===== src/rtl/alu_seq_ctrl_if.sv =====
// alu_seq_ctrl_if: request/response handshake and ALU-core drive/result bundle
// for the alu_seq_ctrl sequencer. The slave modport is the sequencer side.
interface alu_seq_ctrl_if #(
    parameter int unsigned n = 32
);
    // Operation request
    logic             req_valid;
    logic             req_ready;
    logic [2*n-1:0]   req_a;
    logic [2*n-1:0]   req_b;
    logic [3:0]       req_S;
    logic             req_M;
    logic             req_Cin;
    logic             req_wide;

    // Drive toward the ALU core
    logic [n-1:0]     alu_opA;
    logic [n-1:0]     alu_opB;
    logic [3:0]       alu_S;
    logic             alu_M;
    logic             alu_Cin;

    // Combinational results from the ALU core
    logic [n-1:0]     alu_DO;
    logic             alu_C;
    logic             alu_V;
    logic             alu_N;
    logic             alu_Z;

    // Result handshake
    logic             rsp_valid;
    logic             rsp_ready;
    logic [2*n-1:0]   rsp_DO;
    logic             rsp_C;
    logic             rsp_V;
    logic             rsp_N;
    logic             rsp_Z;

    modport slave (
        input  req_valid, req_a, req_b, req_S, req_M, req_Cin, req_wide,
        output req_ready,
        output alu_opA, alu_opB, alu_S, alu_M, alu_Cin,
        input  alu_DO, alu_C, alu_V, alu_N, alu_Z,
        output rsp_valid, rsp_DO, rsp_C, rsp_V, rsp_N, rsp_Z,
        input  rsp_ready
    );

    modport master (
        output req_valid, req_a, req_b, req_S, req_M, req_Cin, req_wide,
        input  req_ready,
        input  alu_opA, alu_opB, alu_S, alu_M, alu_Cin,
        output alu_DO, alu_C, alu_V, alu_N, alu_Z,
        input  rsp_valid, rsp_DO, rsp_C, rsp_V, rsp_N, rsp_Z,
        output rsp_ready
    );
endinterface


===== src/rtl/alu_seq_ctrl.sv =====
// alu_seq_ctrl: sequences one 2n-bit (wide) or n-bit (narrow) operation through
// an n-bit combinational ALU core, chaining the low-word carry into the high word.
// Optional feature: define ALU_SEQ_OPCNT_EN to add the 16-bit op_cnt output
// counting completed responses.
module alu_seq_ctrl #(
    parameter int unsigned n = 32
) (
    input  logic              clk,
    input  logic              rst_n,
    alu_seq_ctrl_if.slave     bus
`ifdef ALU_SEQ_OPCNT_EN
    ,
    output logic [15:0]       op_cnt
`endif
);

    typedef enum logic [1:0] {
        IDLE,
        LO,
        HI,
        RSP
    } state_t;

    state_t          state_q;
    logic            wide_q;
    logic [n-1:0]    a_hi_q;
    logic [n-1:0]    b_hi_q;
    logic [n-1:0]    do_lo_q;
    logic            z_lo_q;

    logic [n-1:0]    alu_opA_q;
    logic [n-1:0]    alu_opB_q;
    logic [3:0]      alu_S_q;
    logic            alu_M_q;
    logic            alu_Cin_q;

    logic            rsp_valid_q;
    logic [2*n-1:0]  rsp_DO_q;
    logic            rsp_C_q;
    logic            rsp_V_q;
    logic            rsp_N_q;
    logic            rsp_Z_q;

    // Sequencer FSM; ALU drives are registered so they track the state exactly
    // (low word in LO, high word in HI, zero elsewhere).
    always_ff @(posedge clk or negedge rst_n) begin
        if (!rst_n) begin
            state_q     <= IDLE;
            wide_q      <= 1'b0;
            a_hi_q      <= '0;
            b_hi_q      <= '0;
            do_lo_q     <= '0;
            z_lo_q      <= 1'b0;
            alu_opA_q   <= '0;
            alu_opB_q   <= '0;
            alu_S_q     <= '0;
            alu_M_q     <= 1'b0;
            alu_Cin_q   <= 1'b0;
            rsp_valid_q <= 1'b0;
            rsp_DO_q    <= '0;
            rsp_C_q     <= 1'b0;
            rsp_V_q     <= 1'b0;
            rsp_N_q     <= 1'b0;
            rsp_Z_q     <= 1'b0;
        end else begin
            case (state_q)
                IDLE: begin
                    if (bus.req_valid) begin
                        state_q   <= LO;
                        wide_q    <= bus.req_wide;
                        a_hi_q    <= bus.req_a[2*n-1:n];
                        b_hi_q    <= bus.req_b[2*n-1:n];
                        alu_opA_q <= bus.req_a[n-1:0];
                        alu_opB_q <= bus.req_b[n-1:0];
                        alu_S_q   <= bus.req_S;
                        alu_M_q   <= bus.req_M;
                        alu_Cin_q <= bus.req_Cin;
                    end
                end
                LO: begin
                    if (wide_q) begin
                        state_q   <= HI;
                        do_lo_q   <= bus.alu_DO;
                        z_lo_q    <= bus.alu_Z;
                        alu_opA_q <= a_hi_q;
                        alu_opB_q <= b_hi_q;
                        alu_Cin_q <= bus.alu_C;
                    end else begin
                        state_q     <= RSP;
                        rsp_valid_q <= 1'b1;
                        rsp_DO_q    <= {{n{1'b0}}, bus.alu_DO};
                        rsp_C_q     <= bus.alu_C;
                        rsp_V_q     <= bus.alu_V;
                        rsp_N_q     <= bus.alu_N;
                        rsp_Z_q     <= bus.alu_Z;
                        alu_opA_q   <= '0;
                        alu_opB_q   <= '0;
                        alu_S_q     <= '0;
                        alu_M_q     <= 1'b0;
                        alu_Cin_q   <= 1'b0;
                    end
                end
                HI: begin
                    state_q     <= RSP;
                    rsp_valid_q <= 1'b1;
                    rsp_DO_q    <= {bus.alu_DO, do_lo_q};
                    rsp_C_q     <= bus.alu_C;
                    rsp_V_q     <= bus.alu_V;
                    rsp_N_q     <= bus.alu_N;
                    rsp_Z_q     <= z_lo_q & bus.alu_Z;
                    alu_opA_q   <= '0;
                    alu_opB_q   <= '0;
                    alu_S_q     <= '0;
                    alu_M_q     <= 1'b0;
                    alu_Cin_q   <= 1'b0;
                end
                RSP: begin
                    if (bus.rsp_ready) begin
                        state_q     <= IDLE;
                        rsp_valid_q <= 1'b0;
                    end
                end
                default: begin
                    state_q     <= IDLE;
                    rsp_valid_q <= 1'b0;
                end
            endcase
        end
    end

`ifdef ALU_SEQ_OPCNT_EN
    logic [15:0] op_cnt_q;

    // Completed-response counter, wraps naturally at 16 bits
    always_ff @(posedge clk or negedge rst_n) begin
        if (!rst_n) begin
            op_cnt_q <= '0;
        end else if (state_q == RSP && bus.rsp_ready) begin
            op_cnt_q <= op_cnt_q + 16'd1;
        end
    end

    assign op_cnt = op_cnt_q;
`endif

    // Ready is gated by rst_n so it reads 0 throughout reset and 1 right after release
    assign bus.req_ready = rst_n && (state_q == IDLE);
    assign bus.alu_opA   = alu_opA_q;
    assign bus.alu_opB   = alu_opB_q;
    assign bus.alu_S     = alu_S_q;
    assign bus.alu_M     = alu_M_q;
    assign bus.alu_Cin   = alu_Cin_q;
    assign bus.rsp_valid = rsp_valid_q;
    assign bus.rsp_DO    = rsp_DO_q;
    assign bus.rsp_C     = rsp_C_q;
    assign bus.rsp_V     = rsp_V_q;
    assign bus.rsp_N     = rsp_N_q;
    assign bus.rsp_Z     = rsp_Z_q;

endmodule


===== src/flat_wrapper.sv =====
// flat-port wrapper written by rule: the top's interface ports become plain ports
module alu_seq_ctrl_flat 
#(
    parameter int unsigned n = 32
)
  (clk, rst_n, bus_req_valid, bus_req_a, bus_req_b, bus_req_S, bus_req_M, bus_req_Cin, bus_req_wide, bus_req_ready, bus_alu_opA, bus_alu_opB, bus_alu_S, bus_alu_M, bus_alu_Cin, bus_alu_DO, bus_alu_C, bus_alu_V, bus_alu_N, bus_alu_Z, bus_rsp_valid, bus_rsp_DO, bus_rsp_C, bus_rsp_V, bus_rsp_N, bus_rsp_Z, bus_rsp_ready);
  alu_seq_ctrl_if #(.n(n)) bus_i ();
  input  logic clk;
  input  logic rst_n;
  input wire logic [$bits(bus_i.req_valid)-1:0] bus_req_valid;
  input wire logic [$bits(bus_i.req_a)-1:0] bus_req_a;
  input wire logic [$bits(bus_i.req_b)-1:0] bus_req_b;
  input wire logic [$bits(bus_i.req_S)-1:0] bus_req_S;
  input wire logic [$bits(bus_i.req_M)-1:0] bus_req_M;
  input wire logic [$bits(bus_i.req_Cin)-1:0] bus_req_Cin;
  input wire logic [$bits(bus_i.req_wide)-1:0] bus_req_wide;
  output wire logic [$bits(bus_i.req_ready)-1:0] bus_req_ready;
  output wire logic [$bits(bus_i.alu_opA)-1:0] bus_alu_opA;
  output wire logic [$bits(bus_i.alu_opB)-1:0] bus_alu_opB;
  output wire logic [$bits(bus_i.alu_S)-1:0] bus_alu_S;
  output wire logic [$bits(bus_i.alu_M)-1:0] bus_alu_M;
  output wire logic [$bits(bus_i.alu_Cin)-1:0] bus_alu_Cin;
  input wire logic [$bits(bus_i.alu_DO)-1:0] bus_alu_DO;
  input wire logic [$bits(bus_i.alu_C)-1:0] bus_alu_C;
  input wire logic [$bits(bus_i.alu_V)-1:0] bus_alu_V;
  input wire logic [$bits(bus_i.alu_N)-1:0] bus_alu_N;
  input wire logic [$bits(bus_i.alu_Z)-1:0] bus_alu_Z;
  output wire logic [$bits(bus_i.rsp_valid)-1:0] bus_rsp_valid;
  output wire logic [$bits(bus_i.rsp_DO)-1:0] bus_rsp_DO;
  output wire logic [$bits(bus_i.rsp_C)-1:0] bus_rsp_C;
  output wire logic [$bits(bus_i.rsp_V)-1:0] bus_rsp_V;
  output wire logic [$bits(bus_i.rsp_N)-1:0] bus_rsp_N;
  output wire logic [$bits(bus_i.rsp_Z)-1:0] bus_rsp_Z;
  input wire logic [$bits(bus_i.rsp_ready)-1:0] bus_rsp_ready;
  assign bus_i.req_valid = bus_req_valid;
  assign bus_i.req_a = bus_req_a;
  assign bus_i.req_b = bus_req_b;
  assign bus_i.req_S = bus_req_S;
  assign bus_i.req_M = bus_req_M;
  assign bus_i.req_Cin = bus_req_Cin;
  assign bus_i.req_wide = bus_req_wide;
  assign bus_req_ready = bus_i.req_ready;
  assign bus_alu_opA = bus_i.alu_opA;
  assign bus_alu_opB = bus_i.alu_opB;
  assign bus_alu_S = bus_i.alu_S;
  assign bus_alu_M = bus_i.alu_M;
  assign bus_alu_Cin = bus_i.alu_Cin;
  assign bus_i.alu_DO = bus_alu_DO;
  assign bus_i.alu_C = bus_alu_C;
  assign bus_i.alu_V = bus_alu_V;
  assign bus_i.alu_N = bus_alu_N;
  assign bus_i.alu_Z = bus_alu_Z;
  assign bus_rsp_valid = bus_i.rsp_valid;
  assign bus_rsp_DO = bus_i.rsp_DO;
  assign bus_rsp_C = bus_i.rsp_C;
  assign bus_rsp_V = bus_i.rsp_V;
  assign bus_rsp_N = bus_i.rsp_N;
  assign bus_rsp_Z = bus_i.rsp_Z;
  assign bus_i.rsp_ready = bus_rsp_ready;
  alu_seq_ctrl #(.n(n)) u_core (.clk(clk), .rst_n(rst_n), .bus(bus_i));
endmodule

===== config.mk =====
export PLATFORM = sky130hd
export DESIGN_NAME = alu_seq_ctrl_flat
export DESIGN_NICKNAME = d
export VERILOG_FILES = /design/src/rtl/alu_seq_ctrl_if.sv /design/src/rtl/alu_seq_ctrl.sv /design/src/flat_wrapper.sv
export SDC_FILE = /design/constraint.sdc
export NUM_CORES = 1
export LEC_CHECK = 0
export CAP_MARGIN = 20
export CORE_UTILIZATION = 35
export CTS_CLUSTER_DIAMETER = 80
export DETAILED_ROUTE_END_ITERATION = 16
export GPL_ROUTABILITY_DRIVEN = 1
export PLACE_DENSITY = 0.67
export SYNTH_ARGS = -nofsm -noshare
export SYNTH_HDL_FRONTEND = slang
export SYNTH_SLANG_ARGS = --single-unit

===== constraint.sdc =====
create_clock -name clk -period 5.14 [get_ports clk]
set_clock_uncertainty 0.2 [all_clocks]
set_input_delay 0.771 -clock clk [delete_from_list [all_inputs] [get_ports clk]]
set_output_delay 0.771 -clock clk [all_outputs]
set_load 0.01 [all_outputs]

==> impl_metrics.env <==
export IMPL_gp_congestion=0.7812
export IMPL_die_area_um2=30020
export IMPL_finalSetupViolations=0
export IMPL_holdWs_ps=-1.294
export IMPL_post_cts_buffers=0
export IMPL_cts_hold_buf=0
export IMPL_tns_ps=0
export IMPL_postRouteAntennaNets=0
export IMPL_hpwl_mm=17.21
export IMPL_grt_pass1_vias=7249
export IMPL_leakage_nw=6.369
export IMPL_p_per_area_nw_per_um2=679.2
export IMPL_cap_violations=0
export IMPL_grt_max_degree=90
export IMPL_synth_net_count=939
export IMPL_crit_path_max_fanout=7
export IMPL_hp_class="primary input to async pin"
export IMPL_slew_headroom_pct=36.37
export IMPL_ir_worst_vdd_uv=442.9
export IMPL_grt_total_usage_pct=17.04
export IMPL_worstSetupStartpointType="register"
export IMPL_fin_nets=1242
export IMPL_period_needed_ps=3034
export IMPL_drtPass1Iterations=4
export IMPL_grt_pass1_wl_mm=41.17
export IMPL_cts_resized=0
export IMPL_first_iter_violations=292
export IMPL_status="finished with violations"
export IMPL_synthToLayoutAreaGrowth_pct=43.01
export IMPL_finalHoldViolCount=1
export IMPL_clkSlewWorstSetupHoldPaths_ps=60
export IMPL_wl_mm=25.75
export IMPL_finalCritPeriodShare_pct=59.02
export IMPL_synth_cell_type_count=26
export IMPL_start_util_pct=35.67
export IMPL_power_mw=9.972
export IMPL_antenna_found_initial=0
export IMPL_diodes=0
export IMPL_drive_above_1_share_pct=21.83
export IMPL_core_um2=28780
export IMPL_grt_setup_unrepaired="false"
export IMPL_slew_viol_final=0
export IMPL_routedWlPerCell_um=17.58
export IMPL_viasPerCell=4.821
export IMPL_cp_arrival_ps=2060
export IMPL_violations="negative hold slack"
export IMPL_crit_type="register to output pin"
export IMPL_ys_seq_area_share_pct=58.26
export IMPL_via_count=7063
export IMPL_ys_ff_latch=239
export IMPL_cts_buffers_inserted=28
export IMPL_synthCells=757
export IMPL_ys_warn_count=0
export IMPL_dieWidth_um=173.3
export IMPL_cts_tree="yes"
export IMPL_end_kind="output pin"
export IMPL_ioPinCount=315
export IMPL_clk_latency_ps=530
export IMPL_crit_required_ps=4170
export IMPL_final_core_util_pct=51.01
export IMPL_cts_sinks=239
export IMPL_worst_pin_slew_ps=954.5
export IMPL_cts_buffer_depth=3
export IMPL_numPortBuffers=314
export IMPL_fmax_mhz=329.6
export IMPL_route_detailed_drc=0
export IMPL_die_h_um=173.3
export IMPL_syn_area_um2=10270
export IMPL_syn_avg_cell_area_um2=13.56
export IMPL_std_cell_rows=62
export IMPL_overflow=0
export IMPL_h_tree_depth=1
export IMPL_cts_root_buf="clkbuf_16"
==> worst max-delay path: stages, from the launching register on <==
cell and delay (ps):
dfrtp_1 460, inv_1 150, ha_1 230, and2_1 150
clkdlybuf4s50_1 550
==> metal layers <==
metal / global-route usage, % / share of wire [%] / vias up
met2: 28.06 / 48 / 212
met1: 22.26 / 43 / 3524
met5: 0 / 0 / -
li1: - / - / 3285
met3: 3.904 / 5.8 / 42
met4: 5.236 / 2.7 / 0
==> cell usage after synthesis <==
cell        n  area, um^2
buf_4       5       37.54
o21ai_0    62       310.3
nor2b_1     2       12.51
a211oi_2    1       12.51
inv_1       4       15.01
o41ai_1     2       17.52
o31ai_1     1       7.510
a22o_1     65       569.3
nand2_1   100       375.4
mux2i_1    33       330.3
nor2_1      1       3.750
inv_2       1       3.750
buf_2      28       140.1
buf_6       8       90.09
mux2_4     50       750.7
a21bo_2     1       10.01
and2_1      1       6.260
clkbuf_1   11       41.29
dfrtp_1   239        5981
ha_1        7       87.58
and2b_1     5       37.54
and2b_4     1       10.01
o21ai_1     5       25.02
mux2_2    122        1374
nor2_2      1       6.260
and3_4      1       11.26
==> state kept, by name, summed over array words and instances (netlist names), 2 cells and up <==
name,flops
u_core.a_hi_q,32
u_core.b_hi_q,32
u_core.bus.alu_S,4
u_core.bus.alu_opA,32
u_core.bus.alu_opB,32
u_core.bus.rsp_DO,64
u_core.do_lo_q,32
u_core.state_q,2
==> area by class of cell <==
type                            count  area, um^2
Fill cell                        2495       14100
Sequential cell                   239        5981
Multi-Input combinational cell    461        3974
Timing Repair Buffer              325        3243
Clock buffer                       45       875.8
Tap cell                          384       480.5
Clock inverter                      6       108.9
Inverter                            5       18.77
==> power breakdown <==
part	internal [mW]	total, mW	switching [mW]
sequential	2.82	3.29	0.479
clock	1.31	2.08	0.775
combinational	2.58	4.59	2.01
==> cell families (layout without fill, tap and decap cells) <==
logic type                 after synthesis  count (layout)  share of synthesized area, %
and+or+nand+nor                        112             112                         4.510
AOI/OAI and AO/OA                      137             137                         9.275
adders and majority gates                7               7                        0.8531
buffers and inverters                   57             381                         3.193
muxes                                  205             205                         23.91
DFF                                    239             239                         58.26
==> placed cells by master (no fill, tap or decap) <==
| master | count |
|---|---|
| nor2_4 | 1 |
| dfrtp_1 | 239 |
| and2_1 | 1 |
| nor2_1 | 1 |
| buf_4 | 10 |
| clkbuf_1 | 7 |
| and2b_4 | 1 |
| o41ai_1 | 2 |
| nor2b_1 | 2 |
| clkbuf_16 | 29 |
| clkinv_4 | 1 |
| o21ai_1 | 5 |
| ha_1 | 6 |
| clkbuf_8 | 9 |
| and2b_1 | 5 |
| mux2_2 | 122 |
| a22o_1 | 65 |
| inv_2 | 1 |
| inv_1 | 4 |
| nand2_1 | 99 |
| nand2_2 | 1 |
| o31ai_1 | 1 |
| mux2_4 | 50 |
| and3_4 | 1 |
| buf_8 | 1 |
| a211oi_2 | 1 |
| clkinv_2 | 2 |
| clkdlybuf4s50_1 | 313 |
| mux2i_1 | 33 |
| buf_12 | 1 |
| bufinv_16 | 3 |
| ha_2 | 1 |
| o21ai_0 | 62 |
| a21bo_4 | 1 |
==> through the flow <==
stage | instances | setup slack (ps) | area, um^2 | hold slack (ps)
2_1_floorplan | 757 | 3061 | 10270 | 273.9
3_3_place_gp | 1414 | 2087 | 13700 | 260.8
3_5_place_dp | 1414 | 2109 | 13700 | 269.8
4_1_cts | 1465 | 2070 | 14680 | 21.41
5_1_grt | 1465 | 2000 | 14680 | 24.47
6_report | 1465 | 2106 | 14680 | -1.294
==> path summary, 6_finish.rpt <==
check	start	to	slack, ps	cells past startpoint
max reg2reg	u_core.state_q[0]	u_core.bus.alu_opB[7]	2350	6
max	u_core.state_q[0]	bus_req_ready	2110	4
min reg2reg	u_core.bus.rsp_DO[1]	u_core.bus.rsp_DO[1]	280	2
min in group clk	u_core.bus.rsp_DO[1]	u_core.bus.rsp_DO[1]	280	2
min	rst_n	u_core.bus.rsp_N	-1	1
max in group asynchronous	rst_n	u_core.do_lo_q[27]	3440	2
(Power assumes the default switching activity.)
